$ cat config.mk
export PLATFORM = sky130hd
export DESIGN_NAME = arbitri_mux2ne1
export DESIGN_NICKNAME = d
export VERILOG_FILES = /design/src/rtl/arbitri_mux2ne1_pkg.sv /design/src/rtl/arbitri_mux2ne1_mux.sv /design/src/rtl/arbitri_mux2ne1.sv
export SDC_FILE = /design/constraint.sdc
export NUM_CORES = 1
export LEC_CHECK = 0
export ABC_CLOCK_PERIOD_IN_PS = 2960
export CORE_UTILIZATION = 51
export CTS_CLUSTER_SIZE = 10
export DETAILED_ROUTE_END_ITERATION = 7
export PLACE_DENSITY = 0.77
export SKIP_LAST_GASP = 1
export SYNTH_ARGS = -nofsm -noshare
export SYNTH_HDL_FRONTEND = slang
export SYNTH_SLANG_ARGS = --single-unit
$ cat constraint.sdc
create_clock -name Clock -period 2.96 [get_ports Clock]
set_input_delay 0.444 -clock Clock [delete_from_list [all_inputs] [get_ports Clock]]
set_output_delay 0.444 -clock Clock [all_outputs]
set_load 0.01 [all_outputs]
$ cat src/rtl/arbitri_mux2ne1_pkg.sv
// Shared definitions for the two-source burst arbiter: state encodings,
// source identifiers and the default burst length.
package arbitri_mux2ne1_pkg;

  typedef enum logic [1:0] {
    IDLE    = 2'd0,
    PRONAR1 = 2'd1,
    PRONAR2 = 2'd2
  } state_e;

  localparam int unsigned MAX_BURST_DEF = 4;

  // Priority pointer values: which source wins when both request from IDLE.
  localparam logic SRC1 = 1'b0;
  localparam logic SRC2 = 1'b1;

endpackage

$ cat src/rtl/arbitri_mux2ne1_mux.sv
// Four-bit two-to-one data multiplexer; sel = 0 passes a, sel = 1 passes b.
module Mux2ne1_4Bit (
  input  logic [3:0] a,
  input  logic [3:0] b,
  input  logic       sel,
  output logic [3:0] y
);

  assign y = sel ? b : a;

endmodule

$ cat src/rtl/arbitri_mux2ne1.sv
// Two-source arbiter with bounded bursts: one owner streams into a registered
// output stage until it stops, or until its burst limit is reached while the other source waits.
module arbitri_mux2ne1
  import arbitri_mux2ne1_pkg::*;
#(
  parameter int unsigned MAX_BURST = MAX_BURST_DEF
) (
  input  logic       Clock,
  input  logic       Reset_n,
  input  logic [3:0] Hyrja1,
  input  logic       Valid1,
  output logic       Gati1,
  input  logic [3:0] Hyrja2,
  input  logic       Valid2,
  output logic       Gati2,
  output logic [3:0] Dalja,
  output logic       ValidD,
  input  logic       GatiD,
  output logic       S
);

  localparam logic [3:0] BURST_LIMIT = 4'(MAX_BURST);

  state_e     state_q, state_d;
  logic       p_q, p_d;
  logic [3:0] cnt_q, cnt_d;
  logic       s_q, s_d;
  logic       validd_q, validd_d;
  logic [3:0] dalja_q, dalja_d;

  logic       out_free;
  logic       gati1, gati2;
  logic       xfer;
  logic       own_valid, other_valid;
  state_e     other_state;
  logic [3:0] cnt_inc;
  logic [3:0] mux_y;

  Mux2ne1_4Bit u_mux (
    .a  (Hyrja1),
    .b  (Hyrja2),
    .sel(s_q),
    .y  (mux_y)
  );

  always_comb begin
    out_free    = !validd_q || GatiD;
    gati1       = (state_q == PRONAR1) && out_free;
    gati2       = (state_q == PRONAR2) && out_free;
    xfer        = (Valid1 && gati1) || (Valid2 && gati2);
    own_valid   = (state_q == PRONAR2) ? Valid2 : Valid1;
    other_valid = (state_q == PRONAR2) ? Valid1 : Valid2;
    other_state = (state_q == PRONAR2) ? PRONAR1 : PRONAR2;
    cnt_inc     = cnt_q + 4'd1;

    state_d  = state_q;
    p_d      = p_q;
    cnt_d    = cnt_q;
    s_d      = s_q;
    validd_d = validd_q;
    dalja_d  = dalja_q;

    if (xfer) begin
      dalja_d  = mux_y;
      validd_d = 1'b1;
    end else if (validd_q && GatiD) begin
      validd_d = 1'b0;
    end

    case (state_q)
      IDLE: begin
        if (Valid1 && (!Valid2 || p_q == SRC1)) state_d = PRONAR1;
        else if (Valid2)                        state_d = PRONAR2;
      end
      PRONAR1, PRONAR2: begin
        if (!own_valid) begin
          state_d = other_valid ? other_state : IDLE;
        end else if (xfer) begin
          // A full burst hands over only if the other source is waiting.
          if (cnt_inc == BURST_LIMIT) begin
            if (other_valid) state_d = other_state;
            else             cnt_d   = 4'd0;
          end else begin
            cnt_d = cnt_inc;
          end
        end
      end
      default: state_d = IDLE;
    endcase

    if (state_d != state_q) begin
      cnt_d = 4'd0;
      if (state_d == PRONAR1) begin
        p_d = SRC2;
        s_d = 1'b0;
      end else if (state_d == PRONAR2) begin
        p_d = SRC1;
        s_d = 1'b1;
      end
    end
  end

  always_ff @(posedge Clock or negedge Reset_n) begin
    if (!Reset_n) begin
      state_q  <= IDLE;
      p_q      <= SRC1;
      cnt_q    <= 4'd0;
      s_q      <= 1'b0;
      validd_q <= 1'b0;
      dalja_q  <= 4'h0;
    end else begin
      state_q  <= state_d;
      p_q      <= p_d;
      cnt_q    <= cnt_d;
      s_q      <= s_d;
      validd_q <= validd_d;
      dalja_q  <= dalja_d;
    end
  end

  assign Gati1  = gati1;
  assign Gati2  = gati2;
  assign Dalja  = dalja_q;
  assign ValidD = validd_q;
  assign S      = s_q;

endmodule
# After elaboration in Yosys (flattened, before gate mapping)
# Cells that the tools add are included.
# W data, S select, Z words.
# classes
muxes,24
shifts,0
n_eq_ne,7
n_mul,0
add_sub_neg,1
reduce_logical,20
order_cmp,0
div,0
n_bitwise,1
# op_table
operator,n
$mux W4,7
$mux W2,8
$reduce_bool A2 Y1,5
$mux W1,8
$logic_and A1 B1 Y1,6
$add A4 B1 Y4 const B,1
$eq A2 B1 Y1 const B,2
$eq A2 B2 Y1 const B,2
$eq A4 B3 Y1 const B,1
$pmux W2 S2,1
$reduce_and A4 Y1,1
$logic_or A1 B1 Y1,3
$ne A3 B2 Y1 const B,1
$logic_not A1 Y1,2
$logic_not A2 Y1,1
$ne A2 B2 Y1,1
$reduce_and A2 Y1,1
$reduce_or A2 Y1,1
$not A1 Y1,1
# word_totals
mem_bits_ro,0
memories,0
latch_bits,0
ff_bits,13
ramBits,0
word_cells,59
output_inout_bits,8
in_bits,13

# Longest topological paths before layout
# Gate-level depths: netlist (run 1).
# logic_depth
word_depth,11
ltp_mapped,12
depth_no_buf,12

# Cells and area by module
# A second synthesis (run 1) with hierarchy kept.
# unflattened
cells_unflattened,120
area_unflattened_um2,1124.8
# by_module_without_submodules
module,area_each_um2,n_inst,cells_per_inst,seq_area_each_um2
arbitri_mux2ne1,1079.8,1,116,325.3
Mux2ne1_4Bit,45.0,1,4,0.0

# Worst setup path after synthesis (run 1)
# OpenSTA, ideal clock, no wires.
# synth_timing
path_type,flip-flop to flip-flop
startpoint,register state_q[0]
endpoint,register p_q
period_less_slack_ps,2610
stages_incl_launch_ff,13
setup_time_ps,125
required_ps,2835
arrival_time_ps,2484
n_path_buf,0
slack_ps,350
cell_sequence,dfrtp_1 > inv_1 > ha_1 > a22oi_2 > nor3b_2 > o21ai_2 > nand2_1 > a21oi_1 > o21a_1 > o21ai_0 > ha_1 > nor2b_4 > mux2_4
# synth_via
elab_chain_len,10
word_cells_on_any_way,26
cone_classes,eq/ne (5); mux (12); reduce/logical (9)
# synth_rtl
element,line_no,rtl
from (decl),arbitri_mux2ne1.sv:24,"state_e state_q, state_d;"
from (signal assigned),arbitri_mux2ne1.sv:112,state_q <= state_d;
$eq A2 B2 Y1 / $eq A2 B1 Y1 (equally long branches),-,
$mux W2 (tied with other cells),arbitri_mux2ne1.sv:53,other_state = (state_q == PRONAR2) ? PRONAR1 : PRONAR2;
$mux W2 / $logic_and A1 B1 Y1 (equally long branches),"arbitri_mux2ne1.sv:81, arbitri_mux2ne1.sv:50",
$mux W2 / $logic_or A1 B1 Y1 (equally long branches),"arbitri_mux2ne1.sv:80, arbitri_mux2ne1.sv:50",
$mux W2,arbitri_mux2ne1.sv:78,end else if (xfer) begin
$mux W2,arbitri_mux2ne1.sv:76,if (!own_valid) begin
$pmux W2 S2 *,arbitri_mux2ne1.sv:70,case (state_q)
net state_d[0],arbitri_mux2ne1.sv:24,
$eq A2 B1 Y1 / $eq A2 B2 Y1 (equally long branches),"arbitri_mux2ne1.sv:93, arbitri_mux2ne1.sv:96",
$reduce_bool A2 Y1 (no source line),-,
$reduce_and A2 Y1 (no source line),-,
to (signal assigned),arbitri_mux2ne1.sv:113,p_q <= p_d;
to (decl),arbitri_mux2ne1.sv:25,"logic p_q, p_d;"
# Mark *: on every way through the listed nets, which the timed path passes. The rest lies on a longest branch.
# A chain may end at the register's enable or synchronous reset.

# Worst setup path in the final report (run 1)
# Ends and elaborated chain as after synthesis.

==> results.md, run 1 <==
- Routed wire length: 2340 um
- Final core occ: 68.4%
- Synth area leaders: dfrtp_1, ha_1, mux2i_1
- Pleak: 0.610 nW
- Kind of critical path: register to register
- MaxCap Viol Count: 0
- Share of layout cells above drive strength 1: 18.4%
- # diodes: 0
- CP Capture Type: register
- Peak supply drop: 0.591 mV
- Nets@finish: 162
- Syn_nets: 133
- Yosys warns: 0
- Final GP Congestion: 0.976
- DRT Pass-1 Iters: 4
- Synthesized area per cell: 9.52 um2
- Vias: 961
- CP arrival: 2.97 ns
- CTS Sinks: 13
- Pwr/cell area: 879 nW/um2
- Type of origin of the critical path: register
- Finished Layout Cells: 168
- Hold Crit Class: input port to asynchronous set/reset pin
- FMAX: 355 MHz
- Status: complete, no violations
- Die Wd: 47.9 um
- CTS root buffer: clkbuf_4
- #FFs+latches synth: 13
- DR iter-0 viols: 34
- Initial antenna violation count: 0
- H-tree levels: 1
- Synth Instances: 113
- Clk pin slew, worst setup/hold paths: 0.08 ns
- First-pass GRT wire length: 3620 um
- Post-synth top flop: dfrtp_1
- Die height: 47.9 um
- CTS Buffer Depth: 2
- CP Data Required Time: 3.12 ns
- Number of global-route vias before repair: 860
- Fillers: 159
- Hold Vio Cnt, Final: 0
- Unrepaired setup endpoints after global routing: no
- Fraction of registers with async set/reset: 100%
- TNS Setup: 0 ns
- Ports: 21
- Grt ovf: 0
- CTS buffer count: 3
- Placed cells: 164
- Worst rel slew slack: 61.7%
- Max-slew violations: 0
- Drt via density: 5.72
- Synth top area share: 30.2%
- Syn Std Cell Area: 1080 um2
- PortBufs: 20
- Routed length per instance: 13.9 um
- Post-CTS Hold Fix Bufs: 0
- Initial Util: 54.3%
- Fin crit period: 2.81 ns
- CTS tree: yes
- Pin count of the biggest net entering global routing: 14
- Die area: 2300 um2
- Std cell rows: 16
- Routed Antenna Nets: 0
- Cell taking the most area after synthesis: dfrtp_1
- DP HPWL: 1910 um
- Fin Clk Skew: 0.000523 ns
- Core footprint: 1980 um2
- Setup Viol. Count Final: 0
- Worst-Skew Late Latency: 0.27 ns
- P&R area growth vs syn: 26.0%
- Post-route clock period utilization: 95.0%
- Setup Fix Bufs, Post-CTS: 0
- Post-synth EDFFs: 0
- GRT Total Usage: 22.8%
- DRC viols: 0
- Number of library cell types mapped by synthesis: 48
- Post-synthesis sequential area ratio: 30.2%
- PostCTS Resize Cnt: 0
- Footprint of the multi-input gates: 688 um2
- Least-Margin Pin Slew: 0.573 ns
- CP Max Fanout: 8
- Sequential cell area: 325 um2
==> logic make-up (layout without fill, tap and decap cells) <==
logic type	Yosys count	in the layout	share of synthesized area, %
buf+inv	10	38	5.81
flops	13	13	30.2
mux	8	8	7.91
simple gates	39	39	22.3
fa+ha+maj	7	7	8.14
compound gates	36	36	25.6
==> metrics by stage <==
| stage | cell area [um2] | worst slack (ns) | total power, W | hold WS (ns) |
|---|---|---|---|---|
| floorplan | 1080 | 0.350 | 0.000803 | 0.148 |
| global placement | 1330 | 0.171 | 0.00107 | 0.511 |
| detailed placement | 1330 | 0.0305 | 0.00109 | 0.530 |
| CTS | 1360 | 0.170 | 0.00120 | 0.546 |
| global route | 1360 | 0.00577 | 0.00129 | 0.580 |
| finish | 1360 | 0.147 | 0.00119 | 0.538 |
==> critical path, cell delays in order, from the launching register on <==
cell and delay, ns:
dfrtp_1 0.48, inv_1 0.16, ha_1 0.20, a22oi_2 0.10
nor3b_2 0.28, o21ai_2 0.15, nand2_1 0.09, a21oi_1 0.06
o21a_1 0.16, o21ai_0 0.26, ha_1 0.32, nor2b_4 0.14
mux2_4 0.30
==> final cells by class <==
class | count | share of cell area (%)
Clock buffer | 4 | 1.94
Sequential cell | 13 | 24.0
Inverter | 6 | 1.66
Multi-Input combinational cell | 90 | 50.7
Tap cell | 27 | 2.49
Timing Repair Buffer | 28 | 19.2
==> cell usage after synthesis (2+ instances only) <==
master / n
nor2b_1: 3
inv_1: 6
a21oi_1: 12
o21ai_0: 4
buf_6: 2
and2_1: 2
o211ai_1: 2
ha_1: 7
dfrtp_1: 13
mux2i_1: 7
nand2_1: 5
or3_1: 2
nor3_1: 2
nand3_1: 4
nand2b_1: 2
a21boi_1: 2
nor2_1: 7
==> registers in the layout, summed over array words and instances (netlist names) <==
name	flops
Dalja	4
cnt_q	4
state_q	2
S	1
ValidD	1
p_q	1
==> report_power, final <==
part / internal, W / switching (W)
Combinational: 0.000401 / 0.000376
Sequential: 0.000241 / 0.0000672
Clock: 0.0000521 / 0.0000549
Total: 0.000694 / 0.000498
==> metal layers <==
layer	global-route usage [%]	vias to the layer above	wire [um]
met5	0	-	0
met4	6.67	0	9
met3	4.15	2	121
met2	39.5	32	1180
met1	28.8	456	1020
li1	-	471	-
==> worst paths after layout <==
kind	slack, ns	start	cells past startpoint	end
setup / recovery	0.15	state_q[0]	12	p_q
hold / removal	0.54	Reset_n	1	Dalja[1]
setup reg to reg	0.15	state_q[0]	12	p_q
hold reg to reg	0.54	Dalja[0]	2	Dalja[0]
max in group asynchronous	2.05	Reset_n	1	state_q[0]
min in group Clock	0.54	Dalja[0]	2	Dalja[0]
==> cells in the final DEF, fill, tap and decap left out, types with 2 or more instances in the layout <==
master | Yosys | layout
clkdlybuf4s50_1 | 0 | 20
nand3_1 | 4 | 4
nor2_1 | 7 | 7
a21oi_1 | 12 | 12
dfrtp_1 | 13 | 13
buf_4 | 0 | 8
a21boi_1 | 2 | 2
o21ai_0 | 4 | 4
nand2b_1 | 2 | 2
mux2i_1 | 7 | 7
ha_1 | 7 | 7
inv_1 | 6 | 6
nand2_1 | 5 | 5
and2_1 | 2 | 2
clkbuf_4 | 0 | 3
or3_1 | 2 | 2
nor3_1 | 2 | 2
o211ai_1 | 2 | 2
nor2b_1 | 3 | 3
No activity file was read; power rests on OpenSTA's default activity.
==> inputs of run 2 (changes only) <==
Settings changed: CTS_CLUSTER_DIAMETER set to 50, SLEW_MARGIN set to 20.
==> results of run 2 <==
The final DEF is identical to that of run 1; final timing and power are the same.
